## src/rtl/du_mem_dump_ctrl.sv

```systemverilog
// -----------------------------------------------------------------------------
// du_mem_dump_ctrl
//
// Purpose:
//   Dumps data-memory words 0..N_WORDS-1 through a 32-bit UART sender. For each
//   word the controller issues a one-cycle read, captures the returned data one
//   cycle later, pulses the sender start and waits for its completion pulse.
//   A run ends with a one-cycle o_done pulse. i_abort ends a run early with no
//   o_done pulse.
//
// Optional feature (macro DU_DUMP_CHECKSUM_EN):
//   Every dumped word is XOR-accumulated. After the last word has been sent,
//   the checksum is sent as one extra word before o_done.
//
// Parameters:
//   NB_DATA  data word width
//   NB_ADDR  data-memory word-address width
//   N_WORDS  words dumped per run (1..2**NB_ADDR)
//
// Ports:
//   i_clock         sole clock, rising edge
//   i_reset         asynchronous reset, active low
//   i_start         one-cycle request to begin a run (honoured in IDLE only)
//   i_abort         terminates a run in progress; wins over i_start/i_tx_32b_done
//   i_mem_data      memory read data, valid one cycle after o_mem_rd_en
//   i_tx_32b_done   sender completion pulse (honoured in WAIT_TX only)
//   o_mem_addr      memory word address (address counter)
//   o_mem_rd_en     memory read strobe, high in READ only
//   o_tx_data       word presented to the sender, stable until its done pulse
//   o_tx_start_32b  one-cycle sender start pulse
//   o_busy          high while the controller is outside IDLE
//   o_done          one-cycle pulse on normal completion
// -----------------------------------------------------------------------------
module du_mem_dump_ctrl #(
    parameter int unsigned NB_DATA = 32,
    parameter int unsigned NB_ADDR = 5,
    parameter int unsigned N_WORDS = 32
) (
    input  logic               i_clock,
    input  logic               i_reset,
    input  logic               i_start,
    input  logic               i_abort,
    input  logic [NB_DATA-1:0] i_mem_data,
    input  logic               i_tx_32b_done,
    output logic [NB_ADDR-1:0] o_mem_addr,
    output logic               o_mem_rd_en,
    output logic [NB_DATA-1:0] o_tx_data,
    output logic               o_tx_start_32b,
    output logic               o_busy,
    output logic               o_done
);

    localparam logic [NB_ADDR-1:0] LAST_ADDR = NB_ADDR'(N_WORDS - 1);

    typedef enum logic [2:0] {
        S_IDLE,
        S_READ,
        S_WAIT_DATA,
        S_SEND,
        S_WAIT_TX,
`ifdef DU_DUMP_CHECKSUM_EN
        S_CHECKSUM,
`endif
        S_DONE
    } state_t;

    state_t             state_q, state_d;
    logic [NB_ADDR-1:0] addr_q, addr_d;
    logic [NB_DATA-1:0] tx_data_q, tx_data_d;
    logic               rd_en_q, rd_en_d;
    logic               tx_start_q, tx_start_d;
    logic               busy_q, busy_d;
    logic               done_q, done_d;
`ifdef DU_DUMP_CHECKSUM_EN
    logic [NB_DATA-1:0] chk_q, chk_d;
    // Set once the checksum word has been launched, so the following WAIT_TX
    // completion leads to DONE instead of another address step.
    logic               chk_sent_q, chk_sent_d;
`endif

    always_comb begin
        state_d   = state_q;
        addr_d    = addr_q;
        tx_data_d = tx_data_q;
`ifdef DU_DUMP_CHECKSUM_EN
        chk_d      = chk_q;
        chk_sent_d = chk_sent_q;
`endif

        if (i_abort) begin
            // Abort from any state (including IDLE with a concurrent start).
            state_d = S_IDLE;
        end else begin
            case (state_q)
                S_IDLE: begin
                    if (i_start) begin
                        state_d = S_READ;
                        addr_d  = '0;
`ifdef DU_DUMP_CHECKSUM_EN
                        chk_d      = '0;
                        chk_sent_d = 1'b0;
`endif
                    end
                end
                S_READ: begin
                    state_d = S_WAIT_DATA;
                end
                S_WAIT_DATA: begin
                    tx_data_d = i_mem_data;
`ifdef DU_DUMP_CHECKSUM_EN
                    chk_d = chk_q ^ i_mem_data;
`endif
                    state_d = S_SEND;
                end
                S_SEND: begin
                    state_d = S_WAIT_TX;
                end
                S_WAIT_TX: begin
                    if (i_tx_32b_done) begin
`ifdef DU_DUMP_CHECKSUM_EN
                        if (chk_sent_q) begin
                            state_d = S_DONE;
                        end else if (addr_q < LAST_ADDR) begin
                            addr_d  = addr_q + NB_ADDR'(1);
                            state_d = S_READ;
                        end else begin
                            // Load the checksum now so it is valid during the
                            // CHECKSUM start pulse.
                            tx_data_d  = chk_q;
                            chk_sent_d = 1'b1;
                            state_d    = S_CHECKSUM;
                        end
`else
                        if (addr_q < LAST_ADDR) begin
                            addr_d  = addr_q + NB_ADDR'(1);
                            state_d = S_READ;
                        end else begin
                            state_d = S_DONE;
                        end
`endif
                    end
                end
`ifdef DU_DUMP_CHECKSUM_EN
                S_CHECKSUM: begin
                    state_d = S_WAIT_TX;
                end
`endif
                S_DONE: begin
                    state_d = S_IDLE;
                end
                default: begin
                    state_d = S_IDLE;
                end
            endcase
        end

        // Outputs are registered from the next state so they line up with it.
        rd_en_d = (state_d == S_READ);
`ifdef DU_DUMP_CHECKSUM_EN
        tx_start_d = (state_d == S_SEND) || (state_d == S_CHECKSUM);
`else
        tx_start_d = (state_d == S_SEND);
`endif
        busy_d = (state_d != S_IDLE);
        done_d = (state_d == S_DONE);
    end

    always_ff @(posedge i_clock or negedge i_reset) begin
        if (!i_reset) begin
            state_q    <= S_IDLE;
            addr_q     <= '0;
            tx_data_q  <= '0;
            rd_en_q    <= 1'b0;
            tx_start_q <= 1'b0;
            busy_q     <= 1'b0;
            done_q     <= 1'b0;
`ifdef DU_DUMP_CHECKSUM_EN
            chk_q      <= '0;
            chk_sent_q <= 1'b0;
`endif
        end else begin
            state_q    <= state_d;
            addr_q     <= addr_d;
            tx_data_q  <= tx_data_d;
            rd_en_q    <= rd_en_d;
            tx_start_q <= tx_start_d;
            busy_q     <= busy_d;
            done_q     <= done_d;
`ifdef DU_DUMP_CHECKSUM_EN
            chk_q      <= chk_d;
            chk_sent_q <= chk_sent_d;
`endif
        end
    end

    assign o_mem_addr     = addr_q;
    assign o_mem_rd_en    = rd_en_q;
    assign o_tx_data      = tx_data_q;
    assign o_tx_start_32b = tx_start_q;
    assign o_busy         = busy_q;
    assign o_done         = done_q;

endmodule
```

## config.mk

```make
export PLATFORM = sky130hd
export DESIGN_NAME = du_mem_dump_ctrl
export DESIGN_NICKNAME = d
export VERILOG_FILES = /design/src/rtl/du_mem_dump_ctrl.sv
export SDC_FILE = /design/constraint.sdc
export NUM_CORES = 1
export LEC_CHECK = 0
export CORE_MARGIN = 2
export CORE_UTILIZATION = 30
export CTS_CLUSTER_SIZE = 30
export DETAILED_ROUTE_END_ITERATION = 10
export HOLD_SLACK_MARGIN = 0.1
export PLACE_DENSITY = 0.69
export SLEW_MARGIN = 20
export SYNTH_ARGS = -nofsm -noshare
export SYNTH_HDL_FRONTEND = slang
export SYNTH_SLANG_ARGS = --single-unit
```

## constraint.sdc

```tcl
create_clock -name i_clock -period 2.1 [get_ports i_clock]
set_input_delay 0.21 -clock i_clock [delete_from_list [all_inputs] [get_ports i_clock]]
set_output_delay 0.21 -clock i_clock [all_outputs]
set_load 0.01 [all_outputs]
```

Word-level counts from Yosys, hierarchy flattened. Index checks and enable logic that the tools add are counted.

Add/sub/neg operators: 1. $lt $le $gt $ge: 1. Equal/unequal tests: 10. Multiplexer cells: 9. Bitwise gates (word level): 1. Reductions and logical operators: 5.

Operator list (number): 5-bit 2-to-1 mux (3); 3-bit one-hot mux with 5 select lines (1); 3-bit 2-to-1 mux (4); 5-bit one-hot mux with 2 select lines (1); 3-bit by 2-bit == test with 1-bit output, second input constant (3); 3-bit by 1-bit == test with 1-bit output, second input constant (2); 3-bit == test, second input constant (2); 2-bit inequality test, second input constant (3); 5-bit by 1-bit adder with 5-bit output, second input constant (1); 5-bit less-than comparator, second input constant (1); 5-bit AND reduction (1); 3-bit logical NOT (1); 3-bit nonzero test (1); 2-bit AND reduction (1); 2-bit nonzero test (1); 1-bit NOT (1).

Register bits: 44. Input bits: 37. Output and inout port bits: 41. Logic and storage cells: 34.

Longest topological paths before layout.
Depth in word-level cells: 6. Gate-level depth with buffers: 6. Depth with buffers taken out: 5.

Worst setup path before layout. No wires, ideal clock.

Kind: reg-to-reg. Start: reg state_q[1]. End: reg tx_data_q[10] (netlist: o_tx_data[10]). Setup time: 0.125 ns. Data arrival time: 1.751 ns. Required time: 1.975 ns. Slack: 0.224 ns. Cell stages (with the launch flop): 7. Buffers on the path: 2. Clock period less this slack: 1.876 ns. Path through: dfrtp_1 -> nand2b_1 -> a2111o_1 -> buf_6 -> nor2_4 -> buf_4 -> mux2_2.

Word-level cells in the longest chain between the ends: 2.

Ends and longest elaborated chain: from (decl) (RTL line 67) `state_t state_q, state_d;`; from (signal assigned) (RTL line 182) `state_q <= state_d;`; 3-bit by 2-bit == test with 1-bit output (RTL line 94) `case (state_q)`; 2-bit AND reduction (no line); to (signal assigned) (RTL line 184) `tx_data_q <= tx_data_d;`; to (decl) (RTL line 69) `logic [NB_DATA-1:0] tx_data_q, tx_data_d;`.

No other way between the ends. A chain may end at the register's enable or synchronous reset.

Final worst setup path.
Start: reg state_q[1]. End: reg tx_data_q[8] (netlist: o_tx_data[8]).

Same word-level chain as after synthesis.

==> flow_summary.ini <==
[cts]
cts_root_buf = clkbuf_8
numCtsBuffers = 5
htree_num_levels = 2
cts-resized-gates = 0
cts_max_path_buffers = 2
clkTransAtPathRegs_ns = 0.08
insertion_delay_ns = 0.29
cts_tree = done
clock_sinks = 44
post_cts_buffers = 0

[drt]
via_per_inst = 4.67
drc = 0
ant_nets = 0
dr_total_vias = 1358
drt_first_pass_iters = 5
avgRoutedWirePerCell_um = 13.0
drt_wl_total_um = 3790
drtIter0Drc = 19

[setup_path]
crit_type = flop to flop
crit_arrival_ns = 2.07
cp-end-kind = flop
crit_chain = nand2b_1 > a2111o_1 > nor2_4 > buf_12 > mux2_2
worstPathRequired_ns = 2.28
critical-path-slowest-cell = a2111o_1
rr_worst_depth = 5
cpPeakStageDelay_ns = 0.51
cp-start-kind = flop
critPathMaxFanout = 18

[floorplan]
placementRows = 28
start_util_pct = 30.6
io_pins = 78
die-area_sq_um = 6610
core-area_sq_um = 5850
die_w_um = 81.3
die_y_um = 81.3

[layout]
multiInputGateArea_sq_um = 643
finalNetCount = 253
register_area_sq_um = 1100
mostFrequentLayoutCell = clkdlybuf4s50_1
drive_above_1_share_pct = 23.1
layout_common_cells = 76 x clkdlybuf4s50_1, 44 x dfrtp_1, 33 x mux2_2
antennaDiodeCount = 0
fillers = 534
area_growth_syn_to_layout_pct = 57.5
postLayoutCoreUtil_pct = 48.3

[logic_synthesis]
synth.cell_area_sq_um = 1790
ys_types = 27
synth_warnings = 0
yosysTopAreaCell = dfrtp_1
syn_nets = 166
synth.avg_cell_area_sq_um = 14.0
ys_ff_latch = 44
synth_top_cells_by_area = dfrtp_1 61%, mux2_2 21%, nor2_1 1.7%, o31ai_1 1.7%, buf_4 1.3%
synth.top_cell.area_share_pct = 61.4
synth-seq-area-share_pct = 61.4
synthCells = 128

[outcome]
status = completed

[global_route]
grt_pass1_vias = 1266
grt_max_degree = 29
antenna_found_initial = 0
grt_pass1_wl_um = 5980
overflow = 0
grt.total_usage_pct = 11.9

[timing]
fin_worst_skew_ns = 0.00602
fin_crit_ns = 1.89
fmax_mhz = 530
tightest_slew_ns = 0.391
timing.slew.headroom_pct = 73.8
setup_viol = 0
rsz0062_at_grt = no
hold_violations = 0
drv_slew = 0
layout_setup_ws_ns = 0.215
finalCritPeriodShare_pct = 89.8

[place]
portBuffers = 77
dp_slack_ns = -0.0103
place_congestion = 0.884
post-dp-hpwl_um = 2810

[flow_run]
drv_cap = 0

[hold_path]
min_path_type = input port to async pin

[pwr]
power_density_nw_per_um2 = 1150
power.leakage_uw = 0.00122
ir_drop_mv = 0.476
synthesized netlist by cell type:
cell,instances
buf_6,1
clkbuf_1,1
nand2b_1,2
nor2_1,8
and3_1,3
xor2_1,1
nor2_4,1
nor3_1,1
nand3_1,2
a2111o_1,1
dfrtp_1,44
buf_4,3
a21oi_1,4
nor4bb_1,1
ha_1,1
mux2_1,1
or4_1,2
nor4_1,1
o31ai_1,4
o21ai_0,1
nand2_1,5
a21o_1,1
mux2i_1,1
and4_1,1
mux2_2,33
inv_1,3
nor4b_1,1
logic make-up (layout without fill, tap and decap cells):
logic type	count (synthesis)	count (layout)	synth area share, %
AO/OA/AOI/OAI	11	11	4.12
flip-flops	44	44	61.4
adder cells (fa/ha/maj)	1	1	0.698
multiplexers	35	35	21.9
XOR/XNOR	1	1	0.489
buffers and inverters	8	96	2.72
AND/OR/NAND/NOR	28	28	8.65
through the flow:
step           hold WS, ns  area, sq um  std cells  setup TNS [ns]  power (uW)
3_5_place_dp         0.156         2690        282         -0.0326        2610
3_3_place_gp         0.155         2690        282               0        2580
6_report             0.381         2820        291               0        3250
5_1_grt              0.398         2820        291               0        3470
2_1_floorplan      -0.0856         1790        128               0        1820
4_1_cts              0.388         2820        291               0        3320
path summary, 6_finish.rpt:
kind	to	slack [ns]	from
min in group i_clock	o_tx_data[7]$_DFFE_PN0P_	0.50	o_tx_data[7]$_DFFE_PN0P_
min reg2reg	o_tx_data[7]$_DFFE_PN0P_	0.50	o_tx_data[7]$_DFFE_PN0P_
max reg2reg	o_tx_data[8]$_DFFE_PN0P_	0.21	state_q[1]$_DFF_PN0_
min	o_tx_data[5]$_DFFE_PN0P_	0.38	i_reset
max in group asynchronous	o_tx_start_32b$_DFF_PN0_	1.02	i_reset
max	o_tx_data[8]$_DFFE_PN0P_	0.21	state_q[1]$_DFF_PN0_
layer usage:
| layer | global-route usage [%] | wire length (um) |
|---|---|---|
| met1 | 15.3 | 1640 |
| met3 | 3.78 | 313 |
| met5 | 0 | 0 |
| met4 | 4.58 | 53 |
| met2 | 18.8 | 1780 |
power by group:
part	switching, uW	internal [uW]	leakage (uW)
registers	153	1170	0.000552
clock network	290	389	0.0000614
logic	423	834	0.000607
flip-flops by register name (all words and copies together), names as in the netlist:
signal	cells
o_tx_data	32
o_mem_addr	5
state_q	3
o_busy	1
o_done	1
o_mem_rd_en	1
o_tx_start_32b	1
what timing repair did:
item | CTS | global route
endpoints found under the hold margin | 16 | 0
hold buffers | 1 | 0
setup endpoints to repair | 0 | 0
cell type report:
class / instances / share of cell area, %
inverters: 3 / 0.399
clock inverters: 2 / 1.37
repair buffers: 85 / 30.2
multi-input cells: 76 / 22.8
flip-flops and latches: 44 / 39.0
clock buffers: 6 / 2.92
well taps: 75 / 3.32
critical path: cells and delay by family, from the launching register on:
kind                   cells  cell delay (ns)
buffers and inverters      1             0.18
muxes                      1             0.34
and+or+nand+nor            2             0.33
DFF                        1             0.41
AOI/OAI and AO/OA          1             0.51
(Power assumes the default switching activity.)
